**config.mk**
```make
export PLATFORM = sky130hd
export DESIGN_NAME = chunk_serial_adder
export DESIGN_NICKNAME = d
export VERILOG_FILES = /design/src/rtl/chunk_serial_adder.sv
export SDC_FILE = /design/constraint.sdc
export NUM_CORES = 1
export LEC_CHECK = 0
export BUFFER_PORTS_ARGS = -buffer_cell sky130_fd_sc_hd__buf_2
export CAP_MARGIN = 40
export CELL_PAD_IN_SITES_DETAIL_PLACEMENT = 1
export CELL_PAD_IN_SITES_GLOBAL_PLACEMENT = 1
export CORE_MARGIN = 4
export CORE_UTILIZATION = 31
export DETAILED_ROUTE_END_ITERATION = 10
export PLACE_DENSITY_LB_ADDON = 0.1
export SYNTH_ARGS = -nofsm -noshare
export SYNTH_HDL_FRONTEND = slang
export SYNTH_SLANG_ARGS = --single-unit
```
**constraint.sdc**
```tcl
create_clock -name clk -period 2.84 [get_ports clk]
set_input_delay 0.142 -clock clk [delete_from_list [all_inputs] [get_ports clk]]
set_output_delay 0.142 -clock clk [all_outputs]
set_load 0.05 [all_outputs]
```
**src/rtl/chunk_serial_adder.sv**
```systemverilog
// Multi-cycle adder/subtractor: processes a WIDTH-bit operand pair CHUNK bits
// per clock, LSB chunk first, with a registered carry chaining the chunks.
module chunk_serial_adder #(
    parameter int WIDTH = 8,
    parameter int CHUNK = 4
) (
    input  logic             clk,
    input  logic             reset,
    input  logic             start,
    input  logic             mode,
    input  logic [WIDTH-1:0] a,
    input  logic [WIDTH-1:0] b,
    input  logic             c_in,
    output logic             busy,
    output logic             done,
    output logic [WIDTH-1:0] sum,
    output logic             c_out,
    output logic             overflow
);

    localparam int N  = WIDTH / CHUNK;
    localparam int KW = (N > 1) ? $clog2(N) : 1;
    localparam logic [KW-1:0] LAST_K = KW'(N - 1);

    typedef enum logic [1:0] {
        IDLE,
        RUN,
        DONE
    } state_t;

    state_t           state;
    logic [WIDTH-1:0] op_a;
    logic [WIDTH-1:0] op_b;
    logic [WIDTH-1:0] acc;
    logic [WIDTH-1:0] acc_next;
    logic             carry;
    logic [KW-1:0]    k;

    logic [CHUNK-1:0] a_chunk;
    logic [CHUNK-1:0] b_chunk;
    logic [CHUNK-1:0] slice_sum;
    logic             slice_carry;
    logic             carry_into_msb;

    // One CHUNK-bit ripple slice, addressed by the chunk index.
    always_comb begin
        // NOTE: every output of this block gets a default first, so no path
        // leaves a value unassigned and no latch is inferred.
        acc_next = acc;
        a_chunk  = op_a[k*CHUNK +: CHUNK];
        b_chunk  = op_b[k*CHUNK +: CHUNK];
        {slice_carry, slice_sum} = {1'b0, a_chunk} + {1'b0, b_chunk}
                                 + {{CHUNK{1'b0}}, carry};
        acc_next[k*CHUNK +: CHUNK] = slice_sum;
        // Sum bit = a ^ b ^ cin, so the carry into the slice MSB falls out of it.
        carry_into_msb = a_chunk[CHUNK-1] ^ b_chunk[CHUNK-1] ^ slice_sum[CHUNK-1];
    end

    always_ff @(posedge clk) begin
        // NOTE: state registers use non-blocking assignments so every register
        // samples pre-edge values regardless of statement order.
        if (reset) begin
            state    <= IDLE;
            busy     <= 1'b0;
            done     <= 1'b0;
            sum      <= '0;
            c_out    <= 1'b0;
            overflow <= 1'b0;
            op_a     <= '0;
            op_b     <= '0;
            acc      <= '0;
            carry    <= 1'b0;
            k        <= '0;
        end else begin
            case (state)
                IDLE, DONE: begin
                    done <= 1'b0;
                    if (start) begin
                        // Subtract as a + ~b + 1, so c_out=1 means no borrow.
                        op_a  <= a;
                        op_b  <= mode ? ~b : b;
                        carry <= mode ? 1'b1 : c_in;
                        acc   <= '0;
                        k     <= '0;
                        busy  <= 1'b1;
                        state <= RUN;
                    end else begin
                        state <= IDLE;
                    end
                end
                RUN: begin
                    acc   <= acc_next;
                    carry <= slice_carry;
                    if (k == LAST_K) begin
                        k        <= '0;
                        sum      <= acc_next;
                        c_out    <= slice_carry;
                        overflow <= carry_into_msb ^ slice_carry;
                        busy     <= 1'b0;
                        done     <= 1'b1;
                        state    <= DONE;
                    end else begin
                        k <= k + 1'b1;
                    end
                end
                default: state <= IDLE;
            endcase
        end
    end

endmodule

```
# Yosys cells after proc, flatten, opt, wreduce, memory -nomap -nowiden
# Index checks and enable logic that the tools add are counted.
dict set report totals {
  regBits 40
  latchBits 0
  ram_bits 0
  romBits 0
  output_inout_bits 12
  n_memories 0
}
dict set report classes {
  addsub 4
  mul 0
  div 0
  n_lt_le_gt_ge 0
  n_eq_ne 4
  shifts 4
  muxes 18
  bitwise 4
  n_reduce_logical 8
}
# op count
set ops {}
lappend ops {{negator 3 -> 34 bit} 1}
lappend ops {{variable shift 4 x 34 -> 8 bit, first input constant} 1}
lappend ops {{indexed part select 4 x 34 -> 8 bit} 1}
lappend ops {{two-way mux 8 bit} 2}
lappend ops {{case mux 8 bit (2 select lines)} 1}
lappend ops {{indexed part select 8 x 4 -> 4 bit} 2}
lappend ops {{bitwise mux 8 bit} 1}
lappend ops {{two-way mux 1 bit} 8}
lappend ops {{NOT 8 bit} 1}
lappend ops {{case mux 1 bit (2 select lines)} 4}
lappend ops {{AND reduction 2 bit} 4}
lappend ops {{adder 4 x 4 -> 5 bit} 1}
lappend ops {{adder 5 x 1 -> 5 bit} 1}
lappend ops {{inequality test 2 bit, second input constant} 2}
lappend ops {{case mux 2 bit (2 select lines)} 1}
lappend ops {{AND reduction 3 bit} 1}
lappend ops {{bitwise XOR 1 bit} 3}
lappend ops {{equality test 2 x 1 -> 1 bit, second input constant} 1}
lappend ops {{equality test 2 bit, second input constant} 1}
lappend ops {{logical NOT 2 bit} 1}
lappend ops {{two-way mux 2 bit} 1}
lappend ops {{nonzero test 2 bit} 1}
lappend ops {{OR reduction 2 bit} 1}
lappend ops {{adder 1 bit, second input constant} 1}

# Logic depth before layout (Yosys ltp)
# Gate-level depths: netlist of run 1.
dict set report depth {
  word_depth 6
  ltp_mapped 8
}

# Worst setup path after synthesis of run 1
# OpenSTA, ideal clock, no wires.
dict set report synth_timing {
  path_type {reg-to-reg}
  from {register k}
  to {register overflow}
  setup_ns 0.079
  arrival_ns 2.381
  t_required_ns 2.761
  setup_slack_ns 0.380
  stages_incl_launch_ff 9
  path_buffers 1
  cell_sequence {dfxtp_1 > buf_2 > mux2_2 > fa_1 > fa_1 > a21o_1 > a21oi_2 > xnor2_1 > a211oi_2}
}
dict set report synth_via {
  elab_chain_cells 5
  word_cells_on_any_way 8
  classes_between {add/sub: 2; shift: 2; bitwise: 3; reduce/logical: 1}
}
# item line
set synth_lines {}
lappend synth_lines {{from (decl)} 37} ;# logic [KW-1:0] k;
lappend synth_lines {{from (signal assigned)} 103} ;# k <= k + 1'b1;
lappend synth_lines {{indexed part select 8 x 4 -> 4 bit, on equally long branches} {50, 51}}
lappend synth_lines {{adder 4 x 4 -> 5 bit} 52} ;# {slice_carry, slice_sum} = {1'b0, a_chunk} + {1'b0, b_chunk}
lappend synth_lines {{adder 5 x 1 -> 5 bit} 53} ;# + {{CHUNK{1'b0}}, carry};
lappend synth_lines {{bitwise XOR 1 bit} 56} ;# carry_into_msb = a_chunk[CHUNK-1] ^ b_chunk[CHUNK-1] ^ slice_sum[CHUNK-1];
lappend synth_lines {{bitwise XOR 1 bit} 98} ;# overflow <= carry_into_msb ^ slice_carry;
lappend synth_lines {{to (signal assigned)} 98}
lappend synth_lines {{to (decl)} 18} ;# output logic overflow
# Several ways; a longest one is shown, not always the timed one.
# A chain may end at the register's enable or synchronous reset.

# Worst setup path in the final report of run 1
# Ends and elaborated chain as after synthesis.

==> run metrics, run 1 <==
Synth Area in XOR/XNOR 0.06491; Max IR drop VDD between 0.15 and 0.2 mV; largest net degree at the start of global routing 39; Worst path most repeated cell fa_1; Synth Area in Adders 0.04791; Die ar. 6443 um2; Root Driver clkbuf_8; Iter 0 DRT Violations 54; area of the multi-input gates 815.8 um2; first-pass GRT wire length 6479 um; Syn Area/Cell ~9 um2; Worst-Skew Late Latency 0.28 ns; Setup violations, final 0; Crit. End Element register; Compound-Gate Fraction of Synth Area 0.1723; placed cell area 1803 um2; DRC viols 0; post-synth net total ~210; top_reg_cell synth dfxtp_1; Syn Inst Count 179; largest cells by area after synthesis dfxtp_1 45%, nand2_1 7.7%, a21oi_1 7.1%; Crit Path Max Fanout 5; clk_skew 0.007014 ns; worst-margin pin slew 0.7039 ns; GRT Overall Usage 0.1320; die height 80.27 um; Hold Fails Final Rpt 0; Initial DRT Pass Iterations 4; status finished, final reports clean; row count 26; fmax 404.3 MHz; Worst path max stage delay between 0.4 and 0.5 ns; ANT nets after route 0; CP arrival 2.68 ns; total grt overflow 0; Cell Area, Synth 1619 um2; Post-CTS Setup Repair Bufs 0; RePlAce Congestion 0.7289; fin crit share 0.8708; Nets 232; Int Pwr 0.8262 mW; non-filler instance count after layout 276; initial core utilization 0.3190; share of total power in the clock network 0.345; largest area contributor in the netlist dfxtp_1; Yosys top cell area share 0.4451; Worst Path Class, Setup reg -> reg; Final HPWL DP around 2800 um; Vias/cell 4.652; IO buf count 32; DR WL/cell 13.62 um; main combinational cell family by area after synthesis compound AO/OA/AOI/OAI gates; PD cells approximately 600 nW/um2; Core Region 5075 um2; Worst Path Required 3.05 ns; post-synthesis sequential area ratio 0.4451; EDFF count, synth 0; CP bufs+invs 0; vias in the first global route approximately 1400; CP delay by family, top adder cells; Cell Chain, Critical Path mux2_2 -> fa_1 -> fa_1 -> a21o_1 -> a21oi_2 -> xnor2_1 -> a211oi_2; CTS resizes 0; Synth warnings 0; Leakage 0.7757 nW; FFs w/ async S/R, synth 0; RSZ-0062 raised after global routing no; final worst setup slack 0.3668 ns; max_cap viols 0; register area slightly above 700 um2; NetSw 0.3022 mW; synthesis-to-finish area growth 17.31%; initial antenna violation count 0; sequential power share 0.491; number of fill cells ~630; H-tree depth 2; pre-CTS WS 0.3763 ns; kind of start point of the critical path register; max_slew headroom 0.5307; Hold WC Path Type in -> reg; total wire length ~3800 um; IO Pins 33; TritonCTS sink count 36; DR vias 1284; switch share 0.2678; post-route cell area 1899 um2; power share of the combinational group 0.164; CTS Buf Count 5; mux cell area share after synthesis 0.05564; final slew viol count 0; slowest CP cell fa_1; Yosys reg bits 36; Synth Area in Simple Gates 0.1631; Max Buffers Root-to-Sink 2; clock slew at reported path FFs about 0.070 ns; clock period minus worst slack 2.473 ns; Final Util 0.3743; die width 80.27 um; CTS Hold Buffers Added 0; layout cell share with drive strength beyond 1 0.2670; Unique masters post-synth 27; placed cells 269; Antenna Cells 0; CTS tree yes; final setup TNS 0 ns
[through the flow]
stage	hold WS [ns]	power (mW)
4_1_cts	0.08635	1.153
5_1_grt	0.08983	1.200
2_1_floorplan	0.2780	0.7040
6_report	0.09719	1.128
3_5_place_dp	0.3935	0.7550
3_3_place_gp	0.3849	0.7479
[worst register-to-register path, delay by kind of cell (launching register included)]
family / cells / cell delay, ns
AOI/OAI and AO/OA: 3 / 0.63
xor gates and xnor gates: 1 / 0.10
adders and majority gates: 2 / 0.86
DFF: 1 / 0.43
muxes: 1 / 0.38
[cell usage in the layout, fill, tap and decap left out, types with 3 or more instances in the layout]
master and n:
a211oi_2 4, nand2_1 33, a21o_1 3, clkbuf_8 7
buf_2 32, mux2_2 8, nand3_1 4, dfxtp_1 36
xnor2_1 10, a211oi_1 6, nor2_1 16, ha_1 3
a21oi_1 23
[metal layers]
layer | up-vias | global-route usage | routed length, um
li1 | 659 | - | -
met1 | 600 | 0.1532 | 1645
met2 | 23 | 0.2243 | 1910
met3 | 2 | 0.04933 | 185
met4 | 0 | 0.04054 | 19
met5 | - | 0 | 0
[cells in the mapped netlist, types with 2 or more instances]
library cell	n
nor3b_1	2
nand3b_1	2
a211oi_1	6
o31ai_1	2
buf_4	6
xnor2_1	10
fa_1	2
nor2_1	16
mux2_2	8
buf_2	3
nand3_1	4
dfxtp_1	36
ha_1	3
a21o_1	3
nand2_1	33
xor2_1	2
a21oi_2	2
a211oi_2	4
a21oi_1	23
clkbuf_1	5
[state kept, by name (all words and copies together), names as in the netlist]
signal / flops
sum: 8
k: 1
overflow: 1
busy: 1
carry: 1
c_out: 1
acc: 4
op_b: 8
state: 2
op_a: 8
done: 1
[logic make-up (layout without fill, tap and decap cells)]
family / Yosys count / count (layout)
multiplexers: 8 / 8
AO/OA/AOI/OAI: 42 / 42
XOR/XNOR: 12 / 12
adder cells (fa/ha/maj): 5 / 5
AND/OR/NAND/NOR: 61 / 61
buffers and inverters: 15 / 42
flip-flops: 36 / 36
[layout make-up]
type,instances,area share
Sequential cell,36,0.3794
Clock buffer,7,0.05072
Multi-Input combinational cell,128,0.4295
Tap cell,70,0.04611
Inverter,1,0.001976
Timing Repair Buffer,34,0.09223
[path summary, 6_finish.rpt]
kind / slack [ns] / end / startpoint / depth (start not counted)
max: 0.37 / overflow / k / 7
min: 0.1 / op_a[1] / a[1] / 3
max reg2reg: 0.37 / overflow / k / 7
min reg2reg: 0.45 / sum[1] / sum[1] / 2
[power groups by stage]
stage | Combinational (mW) | Sequential, mW | Clock, mW
floorplan | 0.133 | 0.571 | 0
global placement | 0.182 | 0.566 | 0
detailed placement | 0.188 | 0.567 | 0
CTS | 0.190 | 0.555 | 0.408
global route | 0.208 | 0.560 | 0.432
finish | 0.185 | 0.554 | 0.389
No activity file was read; power rests on OpenSTA's default activity.
==> run 2: changes to the inputs <==
- clock period: 2.84 -> 2.25 ns (I/O delays scaled with it)
==> run 2 against run 1 <==
  * Sequential share of layout area is 0.71 points lower
  * Flip-flop and latch count stayed put
  * First-iteration DRC count is 54% higher
  * Highest routed layer unchanged
==> run metrics, run 2 (synthesis results as in run 1) <==
H-tree depth 2 (unchanged); DRC viols 0 (unchanged); Worst Path Required 2.46 ns (-0.59 ns); Hold Path Stages 3 (unchanged); CTS Buf Count 5 (unchanged); Root Driver clkbuf_8; clk_skew 0.008227 ns (+0.001213 ns); largest registers op_a x8, op_b x8, sum x8; non-filler instance count after layout 279 (+1.1%); PD cells 777.3 nW/um2 (+31%); CTS tree yes; Die ar. 6443 um2 (unchanged); synthesis-to-finish area growth 20.17%; CP arrival 2.43 ns (-0.25 ns); overall power 1.512 mW (+34%); Worst path max stage delay 0.38 ns (-0.06 ns); Nets 234 (+0.86%); slowest CP cell fa_2; Leakage 0.7898 nW (+1.8%); TritonCTS sink count 36 (unchanged); Worst Path Class, Setup reg -> reg; Hold Fails Final Rpt 0 (unchanged); total grt overflow 0 (unchanged); initial antenna violation count 0 (unchanged); Hold WC Path Type in -> reg; initial core utilization 0.3190 (unchanged); CP delay by family, top adder cells; layout cell share with drive strength beyond 1 0.2919 (+0.02488); Vias/cell 4.695 (+0.93%); Core Region 5075 um2 (unchanged); worst r2r path cells 7 (unchanged); post-route cell area 1946 um2 (+2.4%); first-pass GRT wire length 6499 um (+0.31%); row count 26 (unchanged); RePlAce Congestion 0.7811 (+7.2%); die height 80.27 um (unchanged); IO Pins 33 (unchanged); Worst path most repeated cell fa_2; Antenna Cells 0 (unchanged); status finished, final reports clean; number of cells on the critical path 7 (unchanged); GRT Overall Usage 0.1304 (-0.001611); die width 80.27 um (unchanged); Crit. End Element register; CP bufs+invs 0 (unchanged); total wire length 3860 um (+2.7%); Initial DRT Pass Iterations 4 (unchanged); max_cap viols 0 (unchanged); Cell Chain, Critical Path mux2_4 -> fa_2 -> fa_2 -> a21o_1 -> a21oi_2 -> xnor2_1 -> a211oi_2; Crit Path Max Fanout 4 (-1); Final HPWL DP 2805 um (+0.75%); Max IR drop VDD 0.2448 mV (+54%); Iter 0 DRT Violations 83 (+54%); IO buf count 32 (unchanged); fin crit share 0.9856 (+0.1148); ANT nets after route 0 (unchanged); clock period minus worst slack 2.218 ns (-0.2555 ns); placed cells 270 (+0.37%); Worst-Skew Late Latency 0.29 ns (about the same); most frequent cells in the layout 35 x dfxtp_1, 33 x nand2_1, 32 x buf_2; largest net degree at the start of global routing 39 (unchanged); DR WL/cell 13.84 um (+1.6%); final setup TNS 0 ns (unchanged); most common cell after layout, fill and taps aside dfxtp_1; worst-margin pin slew 0.7304 ns (+0.02649 ns); final slew viol count 0 (unchanged); DR vias 1310 (+2.0%); max_slew headroom 0.5131 (-0.01766); vias in the first global route 1364 (-2.2%); Setup violations, final 0 (unchanged); Max Buffers Root-to-Sink 2 (unchanged); kind of start point of the critical path register; clock slew at reported path FFs 0.08 ns (about the same); fmax 450.9 MHz (+12%); placed cell area 1817 um2 (+0.76%)
==> run 2: cell types whose count changed in the layout (fill, tap and decap cells not counted) <==
cell / delta
buf_4: +2
bufinv_16: +1
clkbuf_8: -2
clkinv_2: +1
clkinvlp_4: +1
dfxtp_1: -1
dfxtp_4: +1
fa_1: -2
fa_2: +2
mux2_2: -2
mux2_4: +2
==> run 2: layout make-up <==
cell class / instances / area, um2
tap: 70 / 87.58
fill: 624 / 3129
clock inverter: 3 / 42.54
clock buffer: 5 / 68.82
timing repair buffer: 36 / 190.2
sequential: 36 / 724.4
inverter: 1 / 3.754
multi-input combinational: 128 / 828.3
==> run 2: final timing paths <==
| kind | from | endpoint | slack (ns) |
|---|---|---|---|
| setup / recovery | k | overflow | 0.03 |
| hold / removal | a[1] | op_a[1] | 0.06 |
| setup reg to reg | k | overflow | 0.03 |
| hold reg to reg | sum[1] | sum[1] | 0.45 |
==> run 2: per-stage QoR <==
step	util	worst slack (ns)	hold slack, ns
global route	0.3834	-0.008357	0.06955
CTS	0.3799	0.01162	0.05769
global placement	0.3580	0.07861	0.3558
detailed placement	0.3580	0.02398	0.3670
finish	0.3834	0.03236	0.06333
floorplan	-	0.01359	0.2485
==> run 2: per-layer routing <==
| layer | vias up | track usage | wire length [um] |
|---|---|---|---|
| met3 | 6 | 0.03812 | 193 |
| met2 | 29 | 0.2053 | 1752 |
| met5 | - | 0 | 0 |
| met1 | 616 | 0.1691 | 1861 |
| li1 | 659 | - | - |
| met4 | 0 | 0.04561 | 53 |
==> run 2: worst register-to-register path, stage by stage (launching register included) <==
cell,delay (ns)
dfxtp_4,0.37
mux2_4,0.31
fa_2,0.38
fa_2,0.38
a21o_1,0.17
a21oi_2,0.20
xnor2_1,0.11
a211oi_2,0.22
==> run 2: repair_timing <==
item | CTS | global route
setup buffers | 0 | 1
endpoints found under the setup margin | 0 | 2
resized for setup | 0 | 3
hold buffers | 0 | 0
==> run 2: power breakdown <==
| part | switching, mW | total [mW] | internal, mW |
|---|---|---|---|
| sequential | 0.0266 | 0.701 | 0.674 |
| clock | 0.240 | 0.568 | 0.328 |
| combinational | 0.141 | 0.243 | 0.103 |
| total | 0.408 | 1.51 | 1.10 |
==> run 3: changes to the inputs <==
- clock period: 2.25 -> 2.2 ns (I/O delays scaled with it)
==> run 3 against run 2 <==
  * First-iteration DRC count decreased by 27%
  * Power decreased by 3.2%
  * Clock power decreased by 12%
  * Worst setup slack improved by 0.025 ns
  * Count of clock-buffer cells in the layout increased by 2
  * Global-route usage increased by 0.26 points
  * Non-clock buffer count increased by 2
  * Critical path type unchanged
  * Largest cell class unchanged
  * Largest power group unchanged
  * Highest routed layer unchanged
==> run metrics, run 3 (synthesis results as in run 1) <==
DR WL/cell 13.31 um (-3.8%); RePlAce Congestion 0.7678 (-1.7%); first-pass GRT wire length 6575 um (+1.2%); Initial DRT Pass Iterations 3 (-1); final worst setup slack 0.05748 ns (+0.02512 ns); synthesis-to-finish area growth 20.17% (unchanged); RSZ-0062 raised after global routing yes; row count 26 (unchanged); worst r2r path cells 7 (unchanged); CP arrival 2.30 ns (-0.13 ns); most frequent cells in the layout 35 x dfxtp_1, 33 x nand2_1, 32 x buf_2; most common cell after layout, fill and taps aside dfxtp_1; Root Driver clkbuf_8; vias in the first global route 1379 (+1.1%); Max IR drop VDD 0.3060 mV (+25%); status finished, final reports clean; pre-CTS WS 0.01411 ns (-0.009870 ns); hold endpoint op_a[1]; Critical Path Source k; Core Region 5075 um2 (unchanged); final slew viol count 0 (unchanged); CTS Buf Count 5 (unchanged); met1 wire length 1659 um (-11%); IO Pins 33 (unchanged); CTS tree yes; total wire length 3728 um (-3.4%); number of fill cells 629 (+0.80%); Hold Fails Final Rpt 0 (unchanged); kind of start point of the critical path register; Worst Path Class, Setup reg -> reg; DR WL met2 1864 um (+6.4%); Vias/cell 4.704 (+0.18%); Worst Path Required 2.36 ns (-0.10 ns); Worst-Skew Late Latency 0.28 ns (about the same); ANT nets after route 0 (unchanged); IO buf count 32 (unchanged); max_slew headroom 0.6672 (+0.1541); clock slew at reported path FFs 0.07 ns (about the same); die height 80.27 um (unchanged); Hold WC Path Type in -> reg; fin crit share 0.9739 (-0.01174); DR vias 1317 (+0.53%); clk_skew 0.004573 ns (-0.003655 ns); worst-margin pin slew 0.4992 ns (-0.2312 ns); final setup TNS 0 ns (unchanged); TritonCTS sink count 36 (unchanged); Die ar. 6443 um2 (unchanged); largest net degree at the start of global routing 27 (-31%); RR Startpoint k; Iter 0 DRT Violations 61 (-27%); overall power 1.464 mW (-3.2%); met3 wire len 142 um (-26%); Crit Path Max Fanout 4 (unchanged); largest registers op_a x8, op_b x8, sum x8; Max Buffers Root-to-Sink 2 (unchanged); die width 80.27 um (unchanged); DRC viols 0 (unchanged); total grt overflow 0 (unchanged); initial core utilization 0.3190 (unchanged); initial antenna violation count 0 (unchanged); Nets 236 (+0.85%); H-tree depth 2 (unchanged); Antenna Cells 0 (unchanged); Final HPWL DP 2881 um (+2.7%); Hold Path Stages 3 (unchanged); clock period minus worst slack 2.143 ns (-0.07512 ns); Setup violations, final 0 (unchanged); CTS Hold Buffers Added 0 (unchanged); Crit. End Element register; layout cell share with drive strength beyond 1 0.2952 (+0.003372); R2R Setup Slk 0.06 ns (+0.03 ns); fmax 466.7 MHz (+3.5%); top routing layer in use met4; max_cap viols 0 (unchanged); Leakage 0.7977 nW (+1.0%); PD cells 752.3 nW/um2 (-3.2%); GRT Overall Usage 0.1330 (+0.002580); Reg2Reg Capture Point overflow; Hold Crit Start a[1]
run 3: cell count changes in the layout (fill, tap and decap cells not counted), sizes merged:
cell	before	now
clkbuf	5	7
bufinv	1	0
clkinv	1	0
clkinvlp	1	0
buf	36	38
run 3: power by group:
| group | leakage (nW) | switching, mW | internal, mW | total [mW] |
|---|---|---|---|---|
| sequential | 0.295 | 0.0250 | 0.690 | 0.715 |
| clock | 0.0503 | 0.223 | 0.279 | 0.502 |
| combinational | 0.452 | 0.140 | 0.107 | 0.247 |
run 3: repair_timing:
action,CTS,global route
endpoints found under the setup margin,0,4
buffers inserted,0,1
resized for setup,0,1
run 3: metrics by stage:
stage,util,hold slack (ns),instances,area [um2]
6_report,0.3834,0.06773,280,1946
5_1_grt,0.3834,0.05124,280,1946
4_1_cts,0.3814,0.06021,279,1936
3_5_place_dp,0.3624,0.3640,272,1839
3_3_place_gp,0.3624,0.3515,272,1839
2_1_floorplan,-,0.2460,179,1639
run 3: layer usage:
metal  vias up  global-route usage
met5         -                   0
met4         0             0.05068
met3         8             0.03251
met2        21              0.2276
met1       622              0.1595
li1        666                   -
run 3: worst max-delay path, cell delays in order, from the launching register on:
cell and delay, ns:
dfxtp_4 0.37, mux2_4 0.31, fa_2 0.37, fa_2 0.35, a21o_1 0.18, a21oi_2 0.19
xnor2_1 0.16, a211oi_2 0.09
run 3: layout make-up:
class                      instances  area [um2]  area share
timing repair buffer              38       205.2      0.1055
sequential                        36       724.4      0.3723
tap                               70       87.58     0.04502
inverter                           1       3.754    0.001929
multi-input combinational        128       828.3      0.4257
clock buffer                       7       96.34     0.04952
run 3: worst max-delay path by stage:
stage                     endpoint  slack (ns)  depth (start not counted)
after detailed placement  overflow        0.01                          7
after CTS                 overflow       0.007                          7
after global routing      overflow       -0.04                          7
final                     overflow        0.06                          7
after floorplan           overflow      -0.005                          8
after global placement    overflow        0.07                          7
